[config.mk]
export PLATFORM = sky130hd
export DESIGN_NAME = serial_tx_16bits
export DESIGN_NICKNAME = d
export VERILOG_FILES = /design/src/rtl/serial_tx_16bits.sv
export SDC_FILE = /design/constraint.sdc
export NUM_CORES = 1
export LEC_CHECK = 0
export ABC_AREA = 1
export CELL_PAD_IN_SITES_DETAIL_PLACEMENT = 1
export CELL_PAD_IN_SITES_GLOBAL_PLACEMENT = 1
export CORE_UTILIZATION = 44
export CTS_BUF_LIST = sky130_fd_sc_hd__clkbuf_2
export DETAILED_ROUTE_END_ITERATION = 6
export MAX_ROUTING_LAYER = met4
export PLACE_DENSITY_LB_ADDON = 0.1
export SYNTH_ARGS = -nofsm -noshare
export SYNTH_HDL_FRONTEND = slang
export SYNTH_SLANG_ARGS = --single-unit
[constraint.sdc]
create_clock -name clk -period 2.9 [get_ports clk]
set_clock_uncertainty 0.15 [all_clocks]
set_input_delay 0.725 -clock clk [delete_from_list [all_inputs] [get_ports clk]]
set_output_delay 0.725 -clock clk [all_outputs]
set_load 0.01 [all_outputs]
[src/rtl/serial_tx_16bits.sv]
// serial_tx_16bits: 16-bit parallel-in, serial-out transmitter with valid/ready accept.
// Optional even-parity bit after the data word when SERIAL_TX_PARITY_EN is defined.
module serial_tx_16bits #(
  parameter int unsigned CLK_DIV   = 4,
  parameter bit          MSB_FIRST = 1'b1
) (
  input  logic        clk,
  input  logic        rst_n,
  input  logic [15:0] in_data,
  input  logic        in_valid,
  output logic        in_ready,
  output logic        sdo,
  output logic        frame,
  output logic        busy,
  output logic        done
);

  typedef enum logic [1:0] {
    S_IDLE,
    S_SHIFT,
`ifdef SERIAL_TX_PARITY_EN
    S_PARITY,
`endif
    S_DONE
  } state_t;

  localparam logic [7:0] DIV_LAST = 8'(CLK_DIV - 1);

  state_t      r_state;
  state_t      w_next;
  logic [15:0] r_shift;
  logic [7:0]  r_div;
  logic [3:0]  r_bit;
  logic        w_accept;
  logic        w_bit_end;
  logic        w_cur;
  logic [15:0] w_shifted;
`ifdef SERIAL_TX_PARITY_EN
  logic        r_par;
`endif

  assign w_accept  = (r_state == S_IDLE) && in_valid;
  assign w_bit_end = (r_div == DIV_LAST);
  assign w_cur     = MSB_FIRST ? r_shift[15] : r_shift[0];
  assign w_shifted = MSB_FIRST ? {r_shift[14:0], 1'b0}
                               : {1'b0, r_shift[15:1]};

  // State register; reset aborts any word in flight
  always_ff @(posedge clk or negedge rst_n) begin
    if (!rst_n) begin
      r_state <= S_IDLE;
    end else begin
      r_state <= w_next;
    end
  end

  // Next-state: one bit slot lasts CLK_DIV cycles, DONE lasts one cycle
  always_comb begin
    w_next = r_state;
    unique case (r_state)
      S_IDLE: begin
        if (in_valid) w_next = S_SHIFT;
      end
      S_SHIFT: begin
        if (w_bit_end && (r_bit == 4'd15)) begin
`ifdef SERIAL_TX_PARITY_EN
          w_next = S_PARITY;
`else
          w_next = S_DONE;
`endif
        end
      end
`ifdef SERIAL_TX_PARITY_EN
      S_PARITY: begin
        if (w_bit_end) w_next = S_DONE;
      end
`endif
      S_DONE: begin
        w_next = S_IDLE;
      end
      default: begin
        w_next = S_IDLE;
      end
    endcase
  end

  // Shift register and bit/divider counters
  always_ff @(posedge clk or negedge rst_n) begin
    if (!rst_n) begin
      r_shift <= '0;
      r_div   <= '0;
      r_bit   <= '0;
    end else if (w_accept) begin
      r_shift <= in_data;
      r_div   <= '0;
      r_bit   <= '0;
    end else if (r_state == S_SHIFT) begin
      if (w_bit_end) begin
        r_div   <= '0;
        r_bit   <= r_bit + 4'd1;
        r_shift <= w_shifted;
      end else begin
        r_div <= r_div + 8'd1;
      end
`ifdef SERIAL_TX_PARITY_EN
    end else if (r_state == S_PARITY) begin
      if (w_bit_end) r_div <= '0;
      else           r_div <= r_div + 8'd1;
`endif
    end
  end

`ifdef SERIAL_TX_PARITY_EN
  // Even parity of the word, latched with it so later in_data can't disturb it
  always_ff @(posedge clk or negedge rst_n) begin
    if (!rst_n) begin
      r_par <= 1'b0;
    end else if (w_accept) begin
      r_par <= ^in_data;
    end
  end
`endif

  // Outputs decode straight from state so reset takes effect without a clock
  always_comb begin
    in_ready = 1'b0;
    frame    = 1'b0;
    sdo      = 1'b1;
    busy     = 1'b1;
    done     = 1'b0;
    unique case (r_state)
      S_IDLE: begin
        in_ready = 1'b1;
        busy     = 1'b0;
      end
      S_SHIFT: begin
        frame = 1'b1;
        sdo   = w_cur;
      end
`ifdef SERIAL_TX_PARITY_EN
      S_PARITY: begin
        frame = 1'b1;
        sdo   = r_par;
      end
`endif
      S_DONE: begin
        done = 1'b1;
      end
      default: begin
        busy = 1'b1;
      end
    endcase
  end

endmodule

==> results.py, run 1 <==
metrics = {
    "run_status": {
        "status": "completed",
    },
    "sta": {
        "rsz0062_at_grt": "no",
        "finalSetupViolCount": 0,
        "fin_crit_sh": 0.951,
        "setup_tns_ps": 0,
        "clock.fmax_mhz": 363,
        "max_slew_margin": 0.740,
        "tightest_slew_ps": 391,
        "maxSlewViolCount": 0,
        "hold_violations": 0,
        "period_needed_ps": 2760,
    },
    "clock_tree": {
        "ctsRootBufferMaster": "clkbuf_2",
        "cts.sinks": 30,
        "clk_pin_slew_ps": 170,
        "htree_levels": 2,
        "cts_resized": 0,
        "cts_tree": "yes",
        "insertion_delay_ps": 380,
        "clockBufferDepth": 2,
        "post-cts-setup-buffer-count": 0,
        "numCtsBuffers": 5,
        "hold_buffers": 0,
    },
    "floorplan": {
        "initial_core_util": 0.466,
        "die-area_sq_um": 4220,
        "die_w_um": 65.0,
        "io_pins": 24,
        "rows": 22,
        "core-area_sq_um": 3740,
        "die_y_um": 65.0,
    },
    "logic_synthesis": {
        "ys_ff_latch": 30,
        "ys_seq_area_frac": 0.430,
        "synth_compound_area_frac": 0.00933,
        "synth-edff-count": 0,
        "yosysWarnings": 0,
        "syn-num-nets": 260,
        "synth_xor_area_frac": 0.0151,
        "synthMuxAreaShare": 0,
        "synth-async-reset-ratio": 1.00,
        "synth_top_area_cell": "dfrtp_1",
        "postSynthCellCount": 239,
        "synthSimpleGateAreaFrac": 0.451,
        "synth_top_flop_cell": "dfrtp_1",
        "avgSynthCellArea_sq_um": 7.30,
        "ys_top_cells_by_area": "dfrtp_1 43%, nand2_1 25%, nand3_1 8.6%",
        "synth_top_family_by_area": "simple AND/OR/NAND/NOR gates",
        "synth_fa_ha_area_frac": 0.0143,
        "synth_cell_types": 25,
        "yosysTopAreaCellShare": 0.430,
        "synth_area_sq_um": 1740,
    },
    "critical_path": {
        "criticalPathCategory": "flip-flop to primary output",
        "reg2reg_slack_ps": 860,
        "r2r_end": "r_shift[14]",
        "r2r_start": "r_div[0]",
        "r2r_cells": 7,
        "critPathMaxFanout": 3,
        "end_kind": "primary output",
        "required_ps": 2030,
        "startpoint_type": "flip-flop",
        "cp_data_arrival_time_ps": 1880,
    },
    "global_route": {
        "gr-total-overflow": 0,
        "grt.total_usage": 0.235,
        "antenna_found_initial": 0,
        "grt_pass1_wl_mm": 7.24,
        "grt_max_degree": 45,
        "grt_pass1_vias": 1592,
    },
    "finish": {
        "multi_input_area_sq_um": 855,
        "layout_common_cells": "117 x nand2_1, 30 x nand3_1, 30 x dfrtp_1, 23 x clkdlybuf4s50_1, 13 x inv_1",
        "fin_util": 0.537,
        "fillers": 503,
        "final_common_cell": "nand2_1",
        "drive_gt1_frac": 0.0763,
        "fin_nets": 282,
        "final_area_sq_um": 2010,
        "seqCellArea_sq_um": 751,
        "diodes": 0,
        "synthToLayoutAreaGrowth_pct": 15.4,
    },
    "min_path": {
        "hold_class": "flip-flop to flip-flop",
        "worstHoldEndpoint": "r_shift[0]",
        "hp-start": "r_shift[0]",
        "worstHoldPathCells": 2,
    },
    "placed_design": {
        "placed_cell_area_sq_um": 1970,
        "port_buffers": 23,
        "gp_congestion": 0.787,
        "dp_hpwl_mm": 2.80,
    },
    "routing": {
        "dr.pass1.iters": 4,
        "vias": 1564,
        "drt-total-wl_mm": 4.00,
        "drtIter0Drc": 86,
        "ant_nets": 0,
        "wire_per_inst_um": 12.9,
        "drc": 0,
        "drt-vias-per-instance": 5.05,
    },
    "power": {
        "total_leakage_power_nw": 1.11,
        "power_density_nw_per_um2": 329,
        "ir_drop_mv": 0.194,
    },
    "job": {
        "drv_cap": 0,
    },
}
## cell usage after synthesis (2+ instances only)
cell type and instances:
inv_1 13, buf_2 4, o21ai_0 2, nand3_1 30, buf_4 3, nand4_1 7, nand2_1 117, nor2_1 12
dfrtp_1 30, nor2_2 2, buf_6 3, ha_1 2, xor2_1 2
## layer usage
metal,global-route usage,up-vias,share of wire
li1,-,791,-
met2,0.388,35,0.49
met5,-,-,0
met3,0.0546,11,0.036
met1,0.267,727,0.45
met4,0.117,0,0.027
## cell families after synthesis
| logic type | Yosys count |
|---|---|
| flops | 30 |
| buf+inv | 26 |
| xor+xnor | 3 |
| simple gates | 175 |
| fa+ha+maj | 2 |
| compound gates | 3 |
## metrics by stage
step	setup slack, ps	std cells	hold slack [ps]	power, mW
after floorplan	980	239	279	0.426
after global placement	601	302	338	0.461
after detailed placement	565	302	345	0.461
after CTS	95.1	310	378	0.672
after global routing	48.3	310	412	0.697
final	143	310	373	0.662
## state kept, by name, summed over array words and instances, names as in the netlist
name     count
r_shift     16
r_bit        4
r_div        8
r_state      2
## final cells by class
type | count | area share
multi-input cells | 183 | 0.425
flip-flops and latches | 30 | 0.373
repair buffers | 25 | 0.122
inverters | 16 | 0.0311
well taps | 48 | 0.0299
clock buffers | 6 | 0.0149
clock inverters | 2 | 0.00435
## critical path, cell delays in order (launching register included)
cell             delay [ps]
dfrtp_1                 520
nor2_8                  150
inv_1                    80
or2_2                   280
clkdlybuf4s50_1         480
## power by group
group          internal [mW]  total (mW)  switching (mW)
Combinational         0.0218      0.0339          0.0121
Clock                 0.0591       0.210           0.150
Sequential             0.419       0.419               0
Total                  0.499       0.662           0.163
## how the worst max path moves through the flow
stage           to  slack (ps)       start  cells after the start
2_1_floorplan  sdo         980  r_state[1]                      3
3_3_place_gp   sdo         600  r_state[1]                      4
3_5_place_dp   sdo         560  r_state[1]                      4
4_1_cts        sdo         100  r_state[1]                      4
5_1_grt        sdo          50  r_state[1]                      4
6_report       sdo         140  r_state[1]                      4
Note: power is estimated with default switching activity, not from simulation.
==> inputs of run 2 (changes only) <==
- CORE_UTILIZATION: 44 -> 41
- clock period: 2.9 -> 2.75 ns (I/O delays scaled with it)
==> run 2 against run 1 <==
Effect of this change:
- combinational power is 7.4% higher
- largest cell class unchanged
- worst setup slack worse by 50 ps
- largest power group unchanged
- non-clock buffer count up 1
- sequential power up 5.3%
- core utilization is 3.5 points lower
- flip-flop and latch count stayed put
- die area increased by 7.1%
==> results.py, run 2 (same netlist as run 1, synthesis figures left out) <==
metrics = {
    "critical_path": {
        "cpMaxStageDelayCell": "dfrtp_2",
        "required_ps": 1910,
        "startpoint_type": "flip-flop",
        "r2r_cells": 7,
        "cp_data_arrival_time_ps": 1820,
        "criticalPathCategory": "flip-flop to primary output",
        "r2r_start": "r_div[0]",
        "critPathMaxFanout": 3,
        "path_cells": "nor2_8 > inv_1 > or2_2 > clkdlybuf4s50_1",
        "r2r_end": "r_shift[5]",
        "end_kind": "primary output",
        "cp_num_buf_inv": 2,
        "reg2reg_slack_ps": 730,
        "path_delay_family": "buffers and inverters",
        "max_stage_delay_ps": 500,
    },
    "sta": {
        "fin_ws_ps": 93.1,
        "period_needed_ps": 2660,
        "hold_violations": 0,
        "rsz0062_at_grt": "no",
        "fin_crit_sh": 0.966,
        "tightest_slew_ps": 407,
        "maxSlewViolCount": 0,
        "finalSetupViolCount": 0,
        "clock.fmax_mhz": 376,
        "setup_tns_ps": 0,
        "max_slew_margin": 0.729,
    },
    "routing": {
        "drtIter0Drc": 85,
        "wl_met2_mm": 1.95,
        "vias": 1561,
        "drt-vias-per-instance": 4.99,
        "wire_per_inst_um": 12.9,
        "top_layer": "met4",
        "drt-total-wl_mm": 4.02,
        "met3_length_um": 121,
        "dr.pass1.iters": 4,
        "ant_nets": 0,
        "wirelength_met1_mm": 1.87,
        "drc": 0,
    },
    "clock_tree": {
        "clockBufferDepth": 2,
        "hold_buffers": 0,
        "insertion_delay_ps": 380,
        "htree_levels": 2,
        "numCtsBuffers": 5,
        "ctsRootBufferMaster": "clkbuf_2",
        "cts.sinks": 30,
        "clk_pin_slew_ps": 170,
        "cts_tree": "yes",
    },
    "power": {
        "total_leakage_power_nw": 1.11,
        "power_density_nw_per_um2": 347,
        "ir_drop_mv": 0.175,
    },
    "finish": {
        "top_register": "r_shift",
        "synthToLayoutAreaGrowth_pct": 16.0,
        "layout_common_cells": "117 x nand2_1, 30 x nand3_1, 29 x dfrtp_1, 23 x clkdlybuf4s50_1, 13 x inv_1",
        "largest_reg_flops": 16,
        "final_common_cell": "nand2_1",
        "fin_nets": 283,
        "diodes": 0,
        "reg.largest.list": "r_shift (16), r_div (8), r_bit (4)",
        "drive_gt1_frac": 0.0837,
        "fillers": 534,
    },
    "placed_design": {
        "post-place-ws_ps": 489,
        "gp_congestion": 0.769,
        "dp_hpwl_mm": 2.73,
        "port_buffers": 23,
    },
    "floorplan": {
        "core-area_sq_um": 4030,
        "die_w_um": 67.2,
        "io_pins": 24,
        "initial_core_util": 0.433,
        "die_y_um": 67.2,
        "die-area_sq_um": 4520,
        "rows": 23,
    },
    "min_path": {
        "hold_class": "flip-flop to flip-flop",
        "hp-start": "r_shift[3]",
        "worstHoldPathCells": 2,
        "worstHoldEndpoint": "r_shift[3]",
    },
    "global_route": {
        "antenna_found_initial": 0,
        "grt_pass1_vias": 1509,
        "grt_pass1_wl_mm": 6.92,
        "grt_max_degree": 45,
        "grt.total_usage": 0.215,
        "gr-total-overflow": 0,
    },
    "run_status": {
        "status": "completed",
    },
    "job": {
        "drv_cap": 0,
    },
}
run 2: per-layer routing:
layer / global-route usage / vias up
li1: - / 797
met1: 0.267 / 730
met2: 0.341 / 26
met3: 0.0355 / 8
met4: 0.0957 / 0
met5: - / -
run 2: how the worst max path moves through the flow:
stage,startpoint,end,slack [ps],cells past startpoint
floorplan,r_state[1],sdo,870,3
global placement,r_state[1],sdo,490,4
detailed placement,r_state[1],sdo,490,4
CTS,r_state[1],sdo,30,4
global route,r_state[1],sdo,10,4
finish,r_state[1],sdo,90,4
run 2: report_power, final:
part / leakage, nW / switching (mW) / internal (mW)
Sequential: 0.389 / 0 / 0.441
Clock: 0.0304 / 0.163 / 0.0625
Combinational: 0.694 / 0.0134 / 0.0230
Total: 1.11 / 0.176 / 0.527
run 2: layout make-up:
type                            count  area [sq um]  area share
Inverter                           16          62.6      0.0309
Sequential cell                    30           752       0.372
Multi-Input combinational cell    183           855       0.422
Tap cell                           50          62.6      0.0309
Clock buffer                        6          30.0      0.0148
Clock inverter                      2          8.76     0.00433
Timing Repair Buffer               26           253       0.125
run 2: stage by stage:
step / std cells / utilization / hold slack, ps / total power, mW / cell area [sq um]
floorplan: 239 / - / 242 / 0.450 / 1740
global placement: 304 / 0.490 / 334 / 0.487 / 1980
detailed placement: 304 / 0.490 / 345 / 0.487 / 1980
CTS: 312 / 0.500 / 382 / 0.717 / 2010
global route: 313 / 0.502 / 406 / 0.734 / 2020
finish: 313 / 0.502 / 374 / 0.703 / 2020
run 2: tightest hold or removal path, stage by stage (launching register included):
cell	delay, ps
dfrtp_1	370
nand3_1	70
nand2_1	60
run 2: timing repair:
action	CTS	global route
resized for setup	0	1
endpoints found under the setup margin	0	1
buffers inserted	0	1
